--- config.mk ---
export PLATFORM = sky130hd
export DESIGN_NAME = uart16550_tx
export DESIGN_NICKNAME = d
export VERILOG_FILES = /design/src/rtl/uart16550_tx.sv
export SDC_FILE = /design/constraint.sdc
export NUM_CORES = 1
export LEC_CHECK = 0
export CAP_MARGIN = 20
export CELL_PAD_IN_SITES_DETAIL_PLACEMENT = 1
export CELL_PAD_IN_SITES_GLOBAL_PLACEMENT = 1
export CORE_MARGIN = 8
export CORE_UTILIZATION = 36
export CTS_CLUSTER_DIAMETER = 80
export DETAILED_ROUTE_END_ITERATION = 10
export PLACE_DENSITY = 0.7
export SLEW_MARGIN = 20
export SYNTH_ARGS = -nofsm -noshare
export SYNTH_HDL_FRONTEND = slang
export SYNTH_SLANG_ARGS = --single-unit
--- constraint.sdc ---
create_clock -name clk_i -period 2.2 [get_ports clk_i]
set_input_delay 0.44 -clock clk_i [delete_from_list [all_inputs] [get_ports clk_i]]
set_output_delay 0.44 -clock clk_i [all_outputs]
set_load 0.05 [all_outputs]
--- src/rtl/uart16550_tx.sv ---
// UART16550 transmit serializer.
// Takes characters from the Tx FIFO and sends them as a start bit, 5-8 data
// bits (LSB first), an optional parity bit and 1/1.5/2 stop bits. Bit timing
// comes from the 16x baud strobe. The serial output is registered.
module uart16550_tx (
   input  logic       clk_i,
   input  logic       rst_i,
   input  logic       baud16_i,
   input  logic [7:0] lcr_i,
   input  logic       fifo_empty_i,
   input  logic [7:0] fifo_q_i,
   output logic       fifo_rd_o,
   output logic       sout_o,
   output logic       busy_o
);

   typedef enum logic [2:0] {
      IDLE,
      START,
      DATA,
      PARITY,
      STOP
   } state_t;

   state_t      state_q, state_d;
   logic [7:0]  shift_q, shift_d;
   logic [3:0]  tick_q, tick_d;
   logic [2:0]  bcnt_q, bcnt_d;
   logic [1:0]  wls_q, wls_d;
   logic        stb_q, stb_d;
   logic        pen_q, pen_d;
   logic        par_q, par_d;
   logic        line_d;
   logic        sout_d;
   logic        bit_end;
   logic        stop_end;
   logic [7:0]  data_mask;
   logic        fetch_par;

   // The divisor latch access bit has no meaning for the transmitter.
   logic        unused_dlab;
   assign unused_dlab = lcr_i[7];

   // A normal bit period ends on the strobe that wraps the tick counter.
   assign bit_end = baud16_i && (tick_q == 4'd15);

   // Stop period: 16 strobes, or 24 (5-bit words) / 32 strobes with stb set.
   // The bit counter extends the 4-bit tick counter past one bit here.
   assign stop_end = baud16_i &&
                     (stb_q ? ((bcnt_q == 3'd1) &&
                               (tick_q == ((wls_q == 2'b00) ? 4'd7 : 4'd15)))
                            : (tick_q == 4'd15));

   // Parity of the incoming character, computed over the selected word length only.
   always_comb begin
      data_mask = 8'hFF;
      case (lcr_i[1:0])
         2'b00:   data_mask = 8'h1F;
         2'b01:   data_mask = 8'h3F;
         2'b10:   data_mask = 8'h7F;
         default: data_mask = 8'hFF;
      endcase
      if (lcr_i[5]) begin
         fetch_par = ~lcr_i[4];
      end else if (lcr_i[4]) begin
         fetch_par = ^(fifo_q_i & data_mask);
      end else begin
         fetch_par = ~(^(fifo_q_i & data_mask));
      end
   end

   // Next-state logic, FIFO pop and line value.
   // The line value is taken from the next state, so the registered output
   // shows the start bit in the first cycle after the pop.
   always_comb begin
      state_d   = state_q;
      shift_d   = shift_q;
      tick_d    = baud16_i ? tick_q + 4'd1 : tick_q;
      bcnt_d    = bcnt_q;
      wls_d     = wls_q;
      stb_d     = stb_q;
      pen_d     = pen_q;
      par_d     = par_q;
      fifo_rd_o = 1'b0;

      case (state_q)
         IDLE: begin
            tick_d = '0;
            bcnt_d = '0;
            if (!fifo_empty_i && !rst_i) begin
               fifo_rd_o = 1'b1;
               shift_d   = fifo_q_i;
               wls_d     = lcr_i[1:0];
               stb_d     = lcr_i[2];
               pen_d     = lcr_i[3];
               par_d     = fetch_par;
               state_d   = START;
            end
         end
         START: begin
            if (bit_end) begin
               state_d = DATA;
            end
         end
         DATA: begin
            if (bit_end) begin
               shift_d = {1'b0, shift_q[7:1]};
               if (bcnt_q == {1'b1, wls_q}) begin
                  bcnt_d  = '0;
                  state_d = pen_q ? PARITY : STOP;
               end else begin
                  bcnt_d = bcnt_q + 3'd1;
               end
            end
         end
         PARITY: begin
            if (bit_end) begin
               state_d = STOP;
            end
         end
         STOP: begin
            if (stop_end) begin
               state_d = IDLE;
            end else if (bit_end) begin
               bcnt_d = bcnt_q + 3'd1;
            end
         end
         default: begin
            state_d = IDLE;
         end
      endcase

      case (state_d)
         START:   line_d = 1'b0;
         DATA:    line_d = shift_d[0];
         PARITY:  line_d = par_q;
         default: line_d = 1'b1;
      endcase

      // Break is applied live on top of the frame, which keeps running.
      sout_d = lcr_i[6] ? 1'b0 : line_d;
   end

   // State, datapath and output registers with synchronous reset.
   always_ff @(posedge clk_i) begin
      if (rst_i) begin
         state_q <= IDLE;
         shift_q <= '0;
         tick_q  <= '0;
         bcnt_q  <= '0;
         wls_q   <= '0;
         stb_q   <= 1'b0;
         pen_q   <= 1'b0;
         par_q   <= 1'b0;
         sout_o  <= 1'b1;
      end else begin
         state_q <= state_d;
         shift_q <= shift_d;
         tick_q  <= tick_d;
         bcnt_q  <= bcnt_d;
         wls_q   <= wls_d;
         stb_q   <= stb_d;
         pen_q   <= pen_d;
         par_q   <= par_d;
         sout_o  <= sout_d;
      end
   end

   assign busy_o = (state_q != IDLE);

endmodule

==> impl_metrics.json <==
{
  "status": "complete, no violations",
  "final_nets": 220,
  "syn-cell-area_um2": 1330,
  "fmax_mhz": 468,
  "worstHoldStart": "shift_q[3]",
  "die_area_um2": 5900,
  "die_w_um": 76.8,
  "synthTopCellsByArea": "dfxtp_1 (36%), a21oi_1 (6.4%), nand2_1 (5.4%)",
  "worst-path-stages": 6,
  "wire_per_inst_um": 15.0,
  "setup_viol": 0,
  "slew_headroom": 0.666,
  "power_leakage_nw": 0.695,
  "vdd_drop_max_mv": 0.229,
  "critPathArrivalTime_ns": 2.33,
  "rr_worst_depth": 6,
  "cts_tree": "yes",
  "fillers": 429,
  "grt_max_degree": 23,
  "initial_core_util": 0.370,
  "holdPathStages": 2,
  "maxSlewViolCount": 0,
  "cts.reportedPaths.clkPinSlew_ns": 0.08,
  "place_ws_ns": -0.249,
  "cp_max_fo": 2,
  "synth.largest_area_cell": "dfxtp_1",
  "syn-num-nets": 179,
  "synth_cells": 156,
  "stdcell_area_um2": 1800,
  "pwr_density_cell_nw_per_um2": 522,
  "antenna_cells": 0,
  "via_per_inst": 5.30,
  "final-hold-violation-count": 0,
  "r2r_start": "state_q[1]",
  "first_global_vias": 1356,
  "crit_buf_inv": 1,
  "dp_hpwl_um": 2860,
  "drt_iter0_drc": 39,
  "dr.pass1.iters": 4,
  "wl_um": 3640,
  "cts_root_buffer": "clkbuf_8",
  "layout-drive-gt1-share": 0.174,
  "seq_area_um2": 480,
  "overflow": 0,
  "clock_path_buffers": 2,
  "worstSkewPairLatency_ns": 0.26,
  "rows": 22,
  "async_reset_ff_frac": 0,
  "numCtsBuffers": 3,
  "finalCritPeriodShare": 0.972,
  "hp-class": "flop to flop",
  "cp-start-kind": "input port",
  "antenna_found_initial": 0,
  "synth_edf_count": 0,
  "fin_crit_ns": 2.14,
  "path_cells": "clkdlybuf4s50_1 -> xnor3_1 -> xnor2_2 -> or4_4 -> a31o_4 -> o211ai_1",
  "cpPeakStageDelay_ns": 0.49,
  "endpoint_kind": "flop",
  "layout_common_cells": "dfxtp_1 (24), buf_4 (21), nand2_1 (19)",
  "grt_usage": 0.127,
  "synth_top_area_share": 0.361,
  "dieHeight_um": 76.8,
  "io_pins": 23,
  "cts_num_sinks": 24,
  "globalplace.congestion": 0.795,
  "worst_pin_slew_ns": 0.499,
  "ant_nets": 0,
  "cts_hold_buf": 0,
  "worstPathRequired_ns": 2.39,
  "htreeDepth": 1,
  "vias": 1287,
  "cp-startpoint": "fifo_q_i[1]",
  "postLayoutSetupSlackWorst_ns": 0.0622,
  "cap_violations": 0,
  "drc": 0,
  "rsz0062_at_grt": "no",
  "yosys.cell_types.count": 48,
  "yosys_warnings": 0,
  "skew_ns": 0.00173,
  "syn_to_final_growth_pct": 35.0,
  "core_area_um2": 3610,
  "grt_first_pass_wirelength_um": 6350,
  "final_common_cell": "dfxtp_1",
  "ys_seq_area_frac": 0.361,
  "io_buffers": 21,
  "cp_top_family": "XOR/XNOR gates",
  "placed_area_um2": 1710,
  "critPathSlowestCell": "or4_4",
  "synth_seq_cells": 24,
  "multi_input_area_um2": 821,
  "ys.flop_type": "dfxtp_1",
  "crit_type": "input port to flop",
  "syn_area_per_cell_um2": 8.54
}
[power by group]
part | total [mW] | switching, mW | internal [mW]
clock network | 0.259 | 0.137 | 0.122
logic | 0.214 | 0.102 | 0.112
registers | 0.465 | 0.0133 | 0.452
[cell families after synthesis]
| group | synth area share |
|---|---|
| multiplexers | 0.00751 |
| XOR/XNOR | 0.0892 |
| adder cells (fa/ha/maj) | 0.0282 |
| buffers and inverters | 0.0441 |
| AND/OR/NAND/NOR | 0.271 |
| flip-flops | 0.361 |
| AO/OA/AOI/OAI | 0.199 |
[synthesized netlist by cell type (2+ instances only)]
master    instances
o21ai_0           3
a21oi_1          17
dfxtp_1          24
o211ai_1          2
or3_1             2
and2_1            2
ha_1              3
nand4_1           2
clkbuf_1          2
nor2_1           14
inv_1             5
nand2_1          19
a22oi_1           7
nand3_1           4
xor2_1            6
nand3b_1          4
and3_1            2
nand2b_1          3
buf_6             2
xnor2_1           5
[layer usage]
metal,track usage,vias to the layer above,part of all wire
met5,0,-,0
met4,0.0346,0,0.013
met3,0.0210,6,0.027
met2,0.234,20,0.52
met1,0.145,619,0.44
li1,-,642,-
[worst paths after layout]
path | slack, ns | to
hold / removal | 0.46 | shift_q[3]
hold reg to reg | 0.46 | shift_q[3]
setup / recovery | 0.06 | par_q
setup reg to reg | 0.13 | sout_o
[tightest hold or removal path, cell delays in order, from the launching register on]
cell and delay, ns:
dfxtp_1 0.32, nand2_1 0.05, a21oi_1 0.05
[what timing repair did]
action | 4_1_cts | 5_1_grt
setup buffers | 3 | 0
resized for setup | 2 | 5
pin swaps | 2 | 3
setup endpoints to repair | 1 | 4
hold endpoints to repair | 0 | 0
[registers in the layout, indices dropped and copies added (netlist names)]
name and count:
wls_q 2, pen_q 1, par_q 1, sout_o 1, state_q 3, stb_q 1, bcnt_q 3, tick_q 4
shift_q 8
[through the flow]
stage	setup TNS, ns	total power, mW	std cells	util	hold WS (ns)
after floorplan	0	0.581	156	-	0.436
after global placement	-0.365	0.667	237	0.473	0.444
after detailed placement	-0.416	0.673	237	0.473	0.447
after CTS	0	0.940	243	0.491	0.459
after global routing	0	0.984	243	0.499	0.480
final	0	0.939	243	0.499	0.460
[final cells by class]
type	count	share of cell area
multi-input combinational	121	0.456
sequential	24	0.267
timing repair buffer	42	0.210
tap	48	0.0334
clock buffer	3	0.0229
inverter	5	0.0104
Note: power is estimated with default switching activity, not from simulation.
